===== config.mk =====
export PLATFORM = sky130hd
export DESIGN_NAME = msi_bus_memory
export DESIGN_NICKNAME = d
export VERILOG_FILES = /design/src/rtl/msi_bus_memory.sv
export SDC_FILE = /design/constraint.sdc
export NUM_CORES = 1
export LEC_CHECK = 0
export CELL_PAD_IN_SITES_DETAIL_PLACEMENT = 1
export CELL_PAD_IN_SITES_GLOBAL_PLACEMENT = 2
export CORE_MARGIN = 1.5
export CORE_UTILIZATION = 45
export CTS_BUF_LIST = sky130_fd_sc_hd__clkbuf_2
export CTS_CLUSTER_DIAMETER = 40
export DETAILED_ROUTE_END_ITERATION = 6
export PLACE_DENSITY = 0.82
export SYNTH_ARGS = -nofsm -noshare
export SYNTH_HDL_FRONTEND = slang
export SYNTH_SLANG_ARGS = --single-unit

===== constraint.sdc =====
create_clock -name clock -period 3.26 [get_ports clock]
set_clock_uncertainty 0.1 [all_clocks]
set_input_delay 0.489 -clock clock [delete_from_list [all_inputs] [get_ports clock]]
set_output_delay 0.489 -clock clock [all_outputs]
set_load 0.02 [all_outputs]

===== src/rtl/msi_bus_memory.sv =====
// Memory-side responder for an MSI snooping bus: broadcasts misses/invalidates, honours snooper aborts.
// Optional MSI_WB_TIMEOUT_EN bounds the snooper write-back wait and adds sticky wb_timeout_err.
module msi_bus_memory #(
  parameter int unsigned ADDR_W      = 4,
  parameter int unsigned DATA_W      = 8,
  parameter int unsigned MEM_LATENCY = 3,
  parameter int unsigned SNOOP_WIN   = 2,
  parameter int unsigned WB_TIMEOUT  = 8
) (
  input  logic              clock,
  input  logic              resetn,
  input  logic              req_valid,
  input  logic [1:0]        req_type,
  input  logic [ADDR_W-1:0] req_addr,
  input  logic [DATA_W-1:0] req_wdata,
  output logic              req_ready,
  output logic              snoop_read_miss,
  output logic              snoop_write_miss,
  output logic              snoop_invalidate,
  output logic [ADDR_W-1:0] snoop_addr,
  input  logic              abort_memory_access,
  input  logic              snoop_write_back,
  input  logic [DATA_W-1:0] snoop_wdata,
  output logic              resp_valid,
  output logic [DATA_W-1:0] resp_rdata,
  output logic              resp_from_cache,
`ifdef MSI_WB_TIMEOUT_EN
  output logic              wb_timeout_err,
`endif
  output logic [2:0]        current_state
);

  localparam int unsigned DEPTH   = 1 << ADDR_W;
  localparam int unsigned MAX_AB  = (MEM_LATENCY > SNOOP_WIN) ? MEM_LATENCY : SNOOP_WIN;
  localparam int unsigned CNT_MAX = (MAX_AB > WB_TIMEOUT) ? MAX_AB : WB_TIMEOUT;
  localparam int unsigned CNT_W   = $clog2(CNT_MAX + 1);

  localparam logic [1:0] T_READ_MISS  = 2'b00;
  localparam logic [1:0] T_WRITE_MISS = 2'b01;
  localparam logic [1:0] T_INVALIDATE = 2'b10;
  localparam logic [1:0] T_WRITE_BACK = 2'b11;

  typedef enum logic [2:0] {
    S_IDLE   = 3'd0,
    S_BCAST  = 3'd1,
    S_SNOOP  = 3'd2,
    S_MRD    = 3'd3,
    S_WAITWB = 3'd4,
    S_MWR    = 3'd5,
    S_DONE   = 3'd6
  } state_t;

  state_t            state;
  logic [1:0]        type_q;
  logic [DATA_W-1:0] wdata_q;
  logic [CNT_W-1:0]  cnt;
  logic [DATA_W-1:0] mem [DEPTH];
  logic              mem_we;
  logic [DATA_W-1:0] mem_wdata;

  assign current_state = state;

  // Memory write port: latched write-back data or a snooper's flushed line.
  always_comb begin
    mem_we    = 1'b0;
    mem_wdata = wdata_q;
    case (state)
      S_MWR: mem_we = 1'b1;
      S_SNOOP: if (abort_memory_access && snoop_write_back) begin
        mem_we    = 1'b1;
        mem_wdata = snoop_wdata;
      end
      S_WAITWB: if (snoop_write_back) begin
        mem_we    = 1'b1;
        mem_wdata = snoop_wdata;
      end
      default: ;
    endcase
  end

  always_ff @(posedge clock) begin
    if (mem_we) mem[snoop_addr] <= mem_wdata;
  end

  always_ff @(posedge clock or negedge resetn) begin
    if (!resetn) begin
      state            <= S_IDLE;
      req_ready        <= 1'b1;
      snoop_read_miss  <= 1'b0;
      snoop_write_miss <= 1'b0;
      snoop_invalidate <= 1'b0;
      snoop_addr       <= '0;
      type_q           <= '0;
      wdata_q          <= '0;
      cnt              <= '0;
      resp_valid       <= 1'b0;
      resp_rdata       <= '0;
      resp_from_cache  <= 1'b0;
`ifdef MSI_WB_TIMEOUT_EN
      wb_timeout_err   <= 1'b0;
`endif
    end else begin
      snoop_read_miss  <= 1'b0;
      snoop_write_miss <= 1'b0;
      snoop_invalidate <= 1'b0;
      resp_valid       <= 1'b0;
      case (state)
        S_IDLE: if (req_valid) begin
          type_q          <= req_type;
          snoop_addr      <= req_addr;
          wdata_q         <= req_wdata;
          req_ready       <= 1'b0;
          cnt             <= '0;
          resp_rdata      <= '0;
          resp_from_cache <= 1'b0;
          if (req_type == T_WRITE_BACK) begin
            state <= S_MWR;
          end else begin
            state            <= S_BCAST;
            snoop_read_miss  <= (req_type == T_READ_MISS);
            snoop_write_miss <= (req_type == T_WRITE_MISS);
            snoop_invalidate <= (req_type == T_INVALIDATE);
          end
        end
        S_BCAST: begin
          cnt <= '0;
          if (type_q == T_INVALIDATE) begin
            state      <= S_DONE;
            resp_valid <= 1'b1;
          end else begin
            state <= S_SNOOP;
          end
        end
        // Abort with same-cycle write-back completes directly from the snooper.
        S_SNOOP: begin
          if (abort_memory_access) begin
            cnt <= '0;
            if (snoop_write_back) begin
              state           <= S_DONE;
              resp_valid      <= 1'b1;
              resp_rdata      <= snoop_wdata;
              resp_from_cache <= 1'b1;
            end else begin
              state <= S_WAITWB;
            end
          end else if (cnt == CNT_W'(SNOOP_WIN - 1)) begin
            state <= S_MRD;
            cnt   <= '0;
          end else begin
            cnt <= cnt + CNT_W'(1);
          end
        end
        S_MRD: begin
          if (cnt == CNT_W'(MEM_LATENCY - 1)) begin
            state           <= S_DONE;
            resp_valid      <= 1'b1;
            resp_rdata      <= mem[snoop_addr];
            resp_from_cache <= 1'b0;
            cnt             <= '0;
          end else begin
            cnt <= cnt + CNT_W'(1);
          end
        end
        S_WAITWB: begin
          if (snoop_write_back) begin
            state           <= S_DONE;
            resp_valid      <= 1'b1;
            resp_rdata      <= snoop_wdata;
            resp_from_cache <= 1'b1;
          end
`ifdef MSI_WB_TIMEOUT_EN
          // Snooper never flushed: fall back to the (possibly stale) memory copy.
          else if (cnt == CNT_W'(WB_TIMEOUT - 1)) begin
            state          <= S_MRD;
            cnt            <= '0;
            wb_timeout_err <= 1'b1;
          end else begin
            cnt <= cnt + CNT_W'(1);
          end
`endif
        end
        S_MWR: begin
          state      <= S_DONE;
          resp_valid <= 1'b1;
        end
        S_DONE: begin
          state     <= S_IDLE;
          req_ready <= 1'b1;
        end
        default: begin
          state     <= S_IDLE;
          req_ready <= 1'b1;
        end
      endcase
    end
  end

endmodule

==> Word level (Yosys, flattened, before mapping) <==
Memory sizes are Yosys's and may differ from the RTL's.
Cells that the tools add are included.
{ "totals": {"memories": 1, "ramBits": 128, "out_inout_bits": 21, "inputBits": 27, "regBits": 35} }
{ "classes": {"eq_ne": 16, "muxes": 46, "n_addsub": 1, "reduce_logical": 11, "n_bitwise": 1} }
{ "mem_list": {"columns": ["name", "words", "width", "read_ports", "rd_clocked_by_memory_dff", "wr", "line", "text"], "rows": [
  ["mem", 16, 8, 1, 0, 1, "57", "logic [DATA_W-1:0] mem [DEPTH];"]
]} }
{ "ops": {"columns": ["operator", "n"], "rows": [
  ["$mux 8", 6],
  ["$pmux 8 s4", 1],
  ["$mux 3", 7],
  ["$mux 1", 20],
  ["$pmux 3 s6", 1],
  ["$mux 4", 4],
  ["$pmux 4 s4", 1],
  ["$pmux 8 s2", 1],
  ["$ne 2x2->1 const B", 4],
  ["$reduce_and 4->1", 2],
  ["$reduce_bool 4->1", 2],
  ["$eq 2x2->1 const B", 3],
  ["$eq 3x2->1 const B", 2],
  ["$eq 3x3->1 const B", 2],
  ["$reduce_and 2->1", 3],
  ["$pmux 1 s5", 1],
  ["$reduce_or 5->1", 1],
  ["$add 4x1->4 const B", 1],
  ["$eq 4x1->1 const B", 1],
  ["$eq 4x2->1 const B", 1],
  ["$pmux 1 s4", 1],
  ["$eq 3x1->1 const B", 1],
  ["$logic_not 3->1", 1],
  ["$ne 3x3->1 const B", 1],
  ["7 further kinds", 7]
]} }

==> Logic depth before layout (Yosys ltp) <==
{ "logic_depth": {"word_depth": 5, "ltp_mapped": 6} }

==> Worst setup path after synthesis <==
OpenSTA, ideal clock, no wires.
{ "synth_timing": {"path_type": "register -> register", "start": "register state[1] (netlist: current_state[1])", "end": "memory mem[0][0] (enable)", "stages_incl_launch_ff": 5, "path_slack_ns": 0.933, "arrival_ns": 1.844, "cell_sequence": "dfrtp_1 > nand2b_1 > a21oi_1 > nand4bb_1 > nor3_1"} }
{ "synth_via": {"elab_chain_cells": 4, "elab_cells_between_ends": 6, "classes_between": "eq/ne: 3; mux: 3"} }
{ "synth_rtl": {"columns": ["element", "line", "text"], "rows": [
  ["start: declaration", "53", "state_t state;"],
  ["start signal: assignment", "87", "state <= S_IDLE;"],
  ["start signal: assignment", "117", "state <= S_MWR;"],
  ["start signal: assignment", "119", "state <= S_BCAST;"],
  ["$eq 3x3->1 or $eq 3x2->1 (tied branches)", "67", "case (state)"],
  ["$pmux 1 s3 *", "67", null],
  ["$mux 1 *", "82", "if (mem_we) mem[snoop_addr] <= mem_wdata;"],
  ["$mux 1 (not written as such) *", "82", null],
  ["end: declaration", "57", null]
]} }
Every way passes the cells marked *; elsewhere a longest branch is shown, timed or not.

==> Worst setup path in the final report <==
{ "layout_timing": {"start": "register snoop_addr[1]", "end": "output port snoop_addr[1]"} }
{ "layout_lines": {"columns": ["element", "line", "text"], "rows": [
  ["start: declaration", "20", "output logic [ADDR_W-1:0] snoop_addr,"],
  ["start signal: assignment", "110", "snoop_addr <= req_addr;"]
]} }
No word-level cell between the ends.

==> qor.csv <==
metric,value,unit
synth_top_area_frac,0.5716,
vias,3841,
max_freq,0.3518,GHz
drtIter0Drc,270,
power-per-cell-area,856.9,nW/um^2
fin_total_pwr,6.656,mW
clkPwrFrac,0.180,
antenna_found_initial,0,
io_pins,48,
dpl.hpwl,11.19,mm
crit_family,flip-flops,
peakVddDrop,0.2801,mV
internal-power,4.305,mW
grt_pass1_vias,3964,
setup_tns,0,ns
cts_tree,built,
die_x,125.2,microns
slowest_delay,0.80,ns
regArea,4722,sq um
min_path_cells,2,
rsz0062_at_grt,no,
cts_buffers,17,
cpMaxStageDelayCell,dfrtp_1,
hold_viol,0,
synth_nets,408,
relSlewSlack,0.4466,
clk_pin_slew,0.22,ns
postRouteAntennaNets,0,
synth_edf_count,128,
ys.flop_type,edfxtp_1,
synth_seq_area_share,0.7021,
synth_top_cells_by_area,"edfxtp_1 57%, dfrtp_1 13%, mux4_2 8.7%",
final_core_util,0.5344,
critPathMaxFanout,14,
place_congestion,0.7430,
nets,479,
postCtsSetupBuffers,0,
finalCriticalPeriod,2.842,ns
synthArstFlopShare,0.2147,
p_sw_frac,0.3533,
end_kind,output port,
path_class,reg2out,
die-area,15680,sq um
combPwrFrac,0.349,
vias_per_cell,5.927,
hold_path.class,in2reg,
firstDrtPassIters,5,
syn2layout_area_growth,15.52,%
reg2reg_depth,4,
cts_resized,0,
cp.required,2.67,ns
fillers,1374,
clockRootBuffer,clkbuf_2,
setup_violations,0,
synth.avg_cell_area,17.65,sq um
leakage,2.767,nW
layout-drive-gt1-share,0.2220,
grt_max_degree,36,
grt_overflow,0,
die_h,125.2,microns
drt_wl_total,16.83,mm
cp.depth,1,
grt_usage,0.2270,
syn_inst,381,
design.core.area,14530,sq um
portBuffers,47,
path_cells,clkdlybuf4s50_1,
drc_errors,0,
htreeDepth,4,
row_count,44,
ys_types,55,
antenna_cells,0,
power_frac_seq,0.471,
ys_seq_elements,163,
yosys.area.top_type,edfxtp_1,
clockBufferDepth,2,
cap_violations,0,
critPathArrivalTime,2.25,ns
slew_viol_final,0,
wl_per_cell,25.97,microns
switchingPower,2.351,mW
crit_path_start_kind,flop,
cp.buffers_inverters,1,
clock-sinks,163,
start_util,0.4626,
netlist_area,6724,sq um
multi_input_area,1841,sq um
min_period_over_period,0.8719,
clock_latency,0.72,ns
status,finished clean,
yosys_warnings,0,
worst_pin_slew,0.8285,ns
grt_pass1_wl,25.37,mm
[worst paths after layout]
check	endpoint	slack [ns]	from
hold reg to reg	req_ready	0.41	req_ready
hold / removal	wdata_q[5]	0.26	req_wdata[5]
max in group asynchronous	snoop_addr[0]	2.08	resetn
setup reg to reg	mem[5][4]	0.66	current_state[1]
min in group asynchronous	resp_rdata[2]	0.59	resetn
setup / recovery	snoop_addr[1]	0.42	snoop_addr[1]
[cells in the mapped netlist (2+ instances only)]
master / number
nor4_1: 2
nor4b_1: 2
clkbuf_1: 7
a21oi_1: 6
o31ai_1: 3
nand4b_1: 2
buf_1: 2
buf_6: 3
mux2i_1: 2
buf_2: 5
a21o_1: 12
a211o_1: 2
edfxtp_1: 128
a221o_1: 8
mux2_2: 14
inv_1: 10
mux4_1: 6
o21ai_0: 3
nor3_1: 13
mux4_2: 26
nor2b_1: 2
nor2_1: 24
nand2b_1: 6
dfrtp_1: 34
a22oi_1: 16
nand2_1: 13
a31oi_1: 2
[layer usage]
metal | vias to the layer above | part of all wire | global-route usage
met5 | - | 0 | 0
met4 | 0 | 0.024 | 0.08489
met3 | 29 | 0.066 | 0.06504
met2 | 135 | 0.50 | 0.3713
met1 | 1993 | 0.41 | 0.2907
li1 | 1684 | - | -
[cell families (layout without fill, tap and decap cells)]
kind of cell | after synthesis | count (layout) | synth area share
buffers and inverters | 30 | 113 | 0.02419
and+or+nand+nor | 77 | 77 | 0.06085
muxes | 49 | 49 | 0.1390
AOI/OAI and AO/OA | 62 | 62 | 0.07388
DFF | 163 | 163 | 0.7021
[registers in the layout, indices dropped and copies added, names as in the netlist]
name and flops:
type_q 2, snoop_read_miss 1, resp_rdata 8, current_state 3
snoop_invalidate 1, mem 128, wdata_q 8, resp_valid 1
snoop_write_miss 1, req_ready 1, resp_from_cache 1, cnt 4
snoop_addr 4
[area by class of cell]
| type | count | share of cell area |
|---|---|---|
| tap | 184 | 0.02964 |
| clock inverter | 13 | 0.02400 |
| sequential | 163 | 0.6079 |
| multi-input combinational | 188 | 0.2370 |
| clock buffer | 18 | 0.01160 |
| timing repair buffer | 72 | 0.08505 |
| inverter | 10 | 0.004832 |
[power by group through the flow]
stage	Combinational (mW)	Sequential [mW]	Clock (mW)
after floorplan	1.67	3.04	0
after global placement	2.22	3.16	0
after detailed placement	2.33	3.18	0
after CTS	2.34	3.13	1.23
after global routing	2.52	3.17	1.29
final	2.32	3.14	1.20
[placed cells by master (no fill, tap or decap), types with 14 or more instances in the layout]
cell / instances
edfxtp_1: 128
nor2_1: 24
dfrtp_1: 33
mux2_2: 14
clkbuf_2: 18
clkdlybuf4s50_1: 47
mux4_2: 26
a22oi_1: 16
buf_4: 24
[stage by stage]
step                      worst slack (ns)  area [sq um]  std cells  hold slack, ns
after floorplan                     0.9331          6724        381         0.09341
after global placement              0.5657          7481        616          0.3826
after detailed placement            0.3523          7481        616          0.3893
after CTS                           0.2706          7767        648          0.1727
after global routing                0.2850          7767        648          0.1753
final                               0.4176          7767        648          0.2585
[what timing repair did]
action,4_1_cts,5_1_grt
hold endpoints to repair,20,0
hold buffers,1,0
setup endpoints to repair,0,0
Note: power is estimated with default switching activity, not from simulation.
